===== src/rtl/core_skid_buffer_if.sv =====
// Ready/valid handshake bundle around core_skid_buffer: upstream in_* and downstream out_*.
// Signal suffixes are from the buffer's point of view (slave modport).
interface core_skid_buffer_if #(
    parameter int unsigned Bits = 8
);
    logic            in_valid_i;
    logic            in_ready_o;
    logic [Bits-1:0] in_data_i;
    logic            out_valid_o;
    logic            out_ready_i;
    logic [Bits-1:0] out_data_o;

    modport slave (
        input  in_valid_i, in_data_i, out_ready_i,
        output in_ready_o, out_valid_o, out_data_o
    );

    // Environment side: drives the producer inputs and the consumer ready.
    modport master (
        output in_valid_i, in_data_i, out_ready_i,
        input  in_ready_o, out_valid_o, out_data_o
    );
endinterface


===== src/rtl/core_skid_buffer.sv =====
// Registered ready/valid stage with a one-entry skid register; full throughput, no comb ready path.
// Optional saturating stall counter is enabled by defining CORE_SKID_BUFFER_STATS_EN.
module core_skid_buffer #(
    parameter int unsigned     Bits       = 8,
    parameter logic [Bits-1:0] ResetValue = {Bits{1'b0}}
) (
    input  logic                clk_i,
    input  logic                rst_ni,
    input  logic                flush_i,
`ifdef CORE_SKID_BUFFER_STATS_EN
    output logic [31:0]         stall_count_o,
`endif
    core_skid_buffer_if.slave   bus
);

    typedef enum logic [1:0] {
        EMPTY = 2'd0,
        BUSY  = 2'd1,
        FULL  = 2'd2
    } state_e;

    state_e          state_d, state_q;
    logic [Bits-1:0] main_d, main_q;
    logic [Bits-1:0] skid_d, skid_q;
    logic            in_ready, out_valid;
    logic            in_fire, out_fire;

    // Handshake outputs depend on registered state only.
    assign in_ready        = (state_q != FULL);
    assign out_valid       = (state_q != EMPTY);
    assign bus.in_ready_o  = in_ready;
    assign bus.out_valid_o = out_valid;
    assign bus.out_data_o  = main_q;

    assign in_fire  = bus.in_valid_i && in_ready;
    assign out_fire = out_valid && bus.out_ready_i;

    // NOTE: every path assigns defaults first so the next-state logic never infers a latch.
    always_comb begin
        state_d = state_q;
        main_d  = main_q;
        skid_d  = skid_q;
        if (flush_i) begin
            state_d = EMPTY;
            main_d  = ResetValue;
            skid_d  = ResetValue;
        end else begin
            unique case (state_q)
                EMPTY: begin
                    if (in_fire) begin
                        state_d = BUSY;
                        main_d  = bus.in_data_i;
                    end
                end
                BUSY: begin
                    if (in_fire && out_fire) begin
                        main_d = bus.in_data_i;
                    end else if (in_fire) begin
                        state_d = FULL;
                        skid_d  = bus.in_data_i;
                    end else if (out_fire) begin
                        state_d = EMPTY;
                    end
                end
                FULL: begin
                    if (out_fire) begin
                        state_d = BUSY;
                        main_d  = skid_q;
                    end
                end
                default: state_d = EMPTY;
            endcase
        end
    end

    // NOTE: state updates use non-blocking assignments; the data registers are reset
    // too because ResetValue is architecturally visible on out_data_o.
    always_ff @(posedge clk_i) begin
        if (!rst_ni) begin
            state_q <= EMPTY;
            main_q  <= ResetValue;
            skid_q  <= ResetValue;
        end else begin
            state_q <= state_d;
            main_q  <= main_d;
            skid_q  <= skid_d;
        end
    end

`ifdef CORE_SKID_BUFFER_STATS_EN
    logic [31:0] stall_count_d, stall_count_q;

    // Counts cycles where the head is offered but refused; flush leaves it alone.
    always_comb begin
        stall_count_d = stall_count_q;
        if (out_valid && !bus.out_ready_i && (stall_count_q != 32'hFFFF_FFFF)) begin
            stall_count_d = stall_count_q + 32'd1;
        end
    end

    always_ff @(posedge clk_i) begin
        if (!rst_ni) begin
            stall_count_q <= '0;
        end else begin
            stall_count_q <= stall_count_d;
        end
    end

    assign stall_count_o = stall_count_q;
`else
    // Statistics disabled: only the datapath above is built.
`endif

endmodule


===== src/flat_wrapper.sv =====
// flat-port wrapper written by rule: the top's interface ports become plain ports
module core_skid_buffer_flat 
#(
    parameter int unsigned     Bits       = 8,
    parameter logic [Bits-1:0] ResetValue = {Bits{1'b0}}
)
  (clk_i, rst_ni, flush_i, bus_in_valid_i, bus_in_data_i, bus_out_ready_i, bus_in_ready_o, bus_out_valid_o, bus_out_data_o);
  core_skid_buffer_if #(.Bits(Bits)) bus_i ();
  input  logic clk_i;
  input  logic rst_ni;
  input  logic flush_i;
  input wire logic [$bits(bus_i.in_valid_i)-1:0] bus_in_valid_i;
  input wire logic [$bits(bus_i.in_data_i)-1:0] bus_in_data_i;
  input wire logic [$bits(bus_i.out_ready_i)-1:0] bus_out_ready_i;
  output wire logic [$bits(bus_i.in_ready_o)-1:0] bus_in_ready_o;
  output wire logic [$bits(bus_i.out_valid_o)-1:0] bus_out_valid_o;
  output wire logic [$bits(bus_i.out_data_o)-1:0] bus_out_data_o;
  assign bus_i.in_valid_i = bus_in_valid_i;
  assign bus_i.in_data_i = bus_in_data_i;
  assign bus_i.out_ready_i = bus_out_ready_i;
  assign bus_in_ready_o = bus_i.in_ready_o;
  assign bus_out_valid_o = bus_i.out_valid_o;
  assign bus_out_data_o = bus_i.out_data_o;
  core_skid_buffer #(.Bits(Bits), .ResetValue(ResetValue)) u_core (.clk_i(clk_i), .rst_ni(rst_ni), .flush_i(flush_i), .bus(bus_i));
endmodule

===== config.mk =====
export PLATFORM = sky130hd
export DESIGN_NAME = core_skid_buffer_flat
export DESIGN_NICKNAME = d
export VERILOG_FILES = /design/src/rtl/core_skid_buffer_if.sv /design/src/rtl/core_skid_buffer.sv /design/src/flat_wrapper.sv
export SDC_FILE = /design/constraint.sdc
export NUM_CORES = 1
export LEC_CHECK = 0
export ABC_AREA = 1
export ABC_CLOCK_PERIOD_IN_PS = 1600
export CORE_MARGIN = 5
export CORE_UTILIZATION = 51
export CTS_CLUSTER_SIZE = 16
export DETAILED_ROUTE_END_ITERATION = 6
export GPL_TIMING_DRIVEN = 0
export PLACE_DENSITY = 0.84
export SLEW_MARGIN = 20
export SYNTH_ARGS = -nofsm -noshare
export SYNTH_HDL_FRONTEND = slang
export SYNTH_SLANG_ARGS = --single-unit

===== constraint.sdc =====
create_clock -name clk_i -period 1.6 [get_ports clk_i]
set_input_delay 0.32 -clock clk_i [delete_from_list [all_inputs] [get_ports clk_i]]
set_output_delay 0.32 -clock clk_i [all_outputs]
set_load 0.01 [all_outputs]

==> summary.md <==
| Metric | Value |
|---|---|
| Status | complete, no violations |
| Gr ovfl total | 0 |
| Post-synth EDFFs | 0 |
| Largest area contributor in the netlist | dfxtp_1 |
| First-pass GRT wire length | 3660 um |
| Tot GR Track Use | 0.184 |
| IO Pins | 23 |
| PwrDens | 745 nW/um2 |
| Min Tclk post-route | 1.52 ns |
| Clock Pin Slew Worst Setup and Hold Paths | 0.10 ns |
| Final Max Tran Viols | 0 |
| Number of diodes | 0 |
| Detailed placement HPWL | 1500 um |
| Asr flop ratio synth | 0 |
| Worst rel slew slack | 0.614 |
| Crit Reg-Reg Startpoint | u_core.state_q[1] |
| Gate count of the mapped netlist | 147 |
| Cell variety after synth | 17 |
| Crit Path Category | register to output port |
| Critical path's slowest cell | dfxtp_2 |
| Final setup fails | 0 |
| Clock Skew | 0.00359 ns |
| Largest net degree at the start of global routing | 11 |
| Dominant cells by area after synthesis | dfxtp_1 (39%), nand2_1 (21%), nor2_1 (13%) |
| Final Hold Fails | 0 |
| Fmax achieved | 658 MHz |
| Synth top area share | 0.391 |
| Worst Setup SP | u_core.state_q[0] |
| Metal-1 WL | 919 um |
| Setup ws final | 0.0807 ns |
| Syn Std Cell Area | 922 um2 |
| Synthesis Warnings | 0 |
| Sequential cell area fraction in the yosys report | 0.391 |
| Setup WS pre-CTS | -0.0489 ns |
| # H-tree levels | 1 |
| Die Width | 52.5 um |
| DR vias/cell | 4.59 |
| CP endpoint kind | output port |
| Post-DP Area | 1170 um2 |
| HP Class | register to register |
| Die H | 52.5 um |
| Initial antenna violation count | 0 |
| Syn avg cell area | 6.27 um2 |
| Rows | 15 |
| Wire per inst | 10.6 um |
| Post-layout nets | 187 |
| GPL Wtd Cong | 0.758 |
| Yosys reg bits | 18 |
| Via count | 908 |
| Fin area | 1220 um2 |
| Clock sink total | 18 |
| CTS root buf | clkbuf_4 |
| Initial Util | 0.534 |
| Peak supply drop | 552 uV |
| Final period util | 0.950 |
| Layout cells sized above 1 | 0.110 |
| Vias in the first global route | 851 |
| DRT Wirelength | 2100 um |
| Slew @ Worst Pin | 0.576 ns |
| CP peak stage delay | 0.34 ns |
| Critical Path AT | 1.20 ns |
| DRT iter0 DRCs | 12 |
| CTS Hold Bufs | 0 |
| Critical path, cell by cell | inv_2 > nand2_2 > buf_6 > dlygate4sd2_1 |
| Later-pin clock latency in the skew report | 0.29 ns |
| Count leader, synth | nand2_1 |
| Critical Path RT | 1.28 ns |
| LEAKAGE | 0.565 nW |
| DIE AREA | 2760 um2 |
| Post-Syn Nets | 160 |
| Max Root-Sink Buffers | 2 |
| Core Region | 1730 um2 |
| # Max-Cap Violations | 0 |
| DRT antenna net count | 0 |
| DR WL met2 | 1020 um |
| Layout area overhead | 31.9% |
| Synth top cells by count | nand2_1 (51), nor2_1 (33), inv_1 (21), dfxtp_1 (18), nand4_1 (8) |
| Worst setup SP type | register |
| Maximum fanout along the worst path | 10 |
| Met3 routed WL | 85 um |
| Post-route DRC violation count | 0 |
| Drt pass-1 iters | 4 |
| Worst Hold Launch | u_core.skid_q[0] |
| Num CTS Buffers | 3 |
| CTS tree | yes |
| PortBufs | 22 |
| Most used DFF post-synth | dfxtp_1 |
| Highest Signal Layer | met4 |
| RSZ-0062 raised after global routing | false |
[logic make-up (layout without fill, tap and decap cells)]
| group | Yosys count | after routing | synth area share |
|---|---|---|---|
| and+or+nand+nor | 99 | 99 | 0.452 |
| buffers and inverters | 27 | 53 | 0.134 |
| DFF | 18 | 18 | 0.391 |
| AOI/OAI and AO/OA | 3 | 3 | 0.0231 |
[layout make-up]
type | instances | area [um2]
Timing Repair Buffer | 22 | 218
Buffer | 5 | 45.0
Multi-Input combinational cell | 102 | 440
Fill cell | 150 | 510
Clock buffer | 4 | 36.3
Tap cell | 25 | 31.3
Sequential cell | 18 | 363
Inverter | 22 | 82.6
[cell usage in the layout, fill, tap and decap left out]
cell type and instances:
inv_1 20, inv_2 1, clkbuf_1 1, nand4_1 8, clkdlybuf4s50_1 20, nand2_4 1
dfxtp_2 2, clkbuf_8 1, nor3_2 1, nor2_1 33, dfxtp_1 16, buf_6 3
a21oi_1 1, nor2_2 1, buf_4 1, o21ai_2 1, dlygate4sd2_1 2, clkbuf_4 3
a21boi_1 1, clkinv_1 1, nand2_2 4, nand2_1 50, nand3_1 1
[per-stage QoR]
step	util	setup TNS, ns	std cells	hold slack (ns)	power [mW]
6_report	0.704	0	198	0.492	0.906
5_1_grt	0.704	0	198	0.513	0.956
4_1_cts	0.704	0	198	0.493	0.918
3_5_place_dp	0.680	-0.152	194	0.474	0.636
3_3_place_gp	0.680	0	194	0.463	0.634
2_1_floorplan	-	0	147	0.455	0.565
[worst paths after layout]
check                           cells past startpoint  slack [ns]                to
worst min-delay path                                2        0.49  u_core.skid_q[0]
worst max-delay path                                4        0.08    bus_in_ready_o
worst max register to register                      5        0.26  u_core.skid_q[7]
worst min register to register                      2        0.49  u_core.skid_q[0]
[power breakdown]
| part | total (mW) | switching (mW) | internal [mW] |
|---|---|---|---|
| logic | 0.160 | 0.0816 | 0.0784 |
| clock network | 0.279 | 0.140 | 0.139 |
| registers | 0.467 | 0.00608 | 0.461 |
| total | 0.906 | 0.228 | 0.678 |
[critical path: cells and delay by family, from the launching register on]
family                 cells  cell delay (ns)
buffers and inverters      3             0.50
flip-flops                 1             0.34
AND/OR/NAND/NOR            1             0.07
[registers in the layout, indices dropped and copies added (netlist names)]
name                   flops
u_core.bus.out_data_o      8
u_core.skid_q              8
u_core.state_q             2
[timing repair]
item / 4_1_cts / 5_1_grt
setup buffers: 0 / 0
endpoints found under the setup margin: 2 / 1
gates resized for setup: 5 / 2
[layer usage]
layer,track usage,up-vias
met5,0,-
met4,0.128,0
met3,0.0427,8
met2,0.287,20
met1,0.218,389
li1,-,491
No activity file was read; power rests on OpenSTA's default activity.
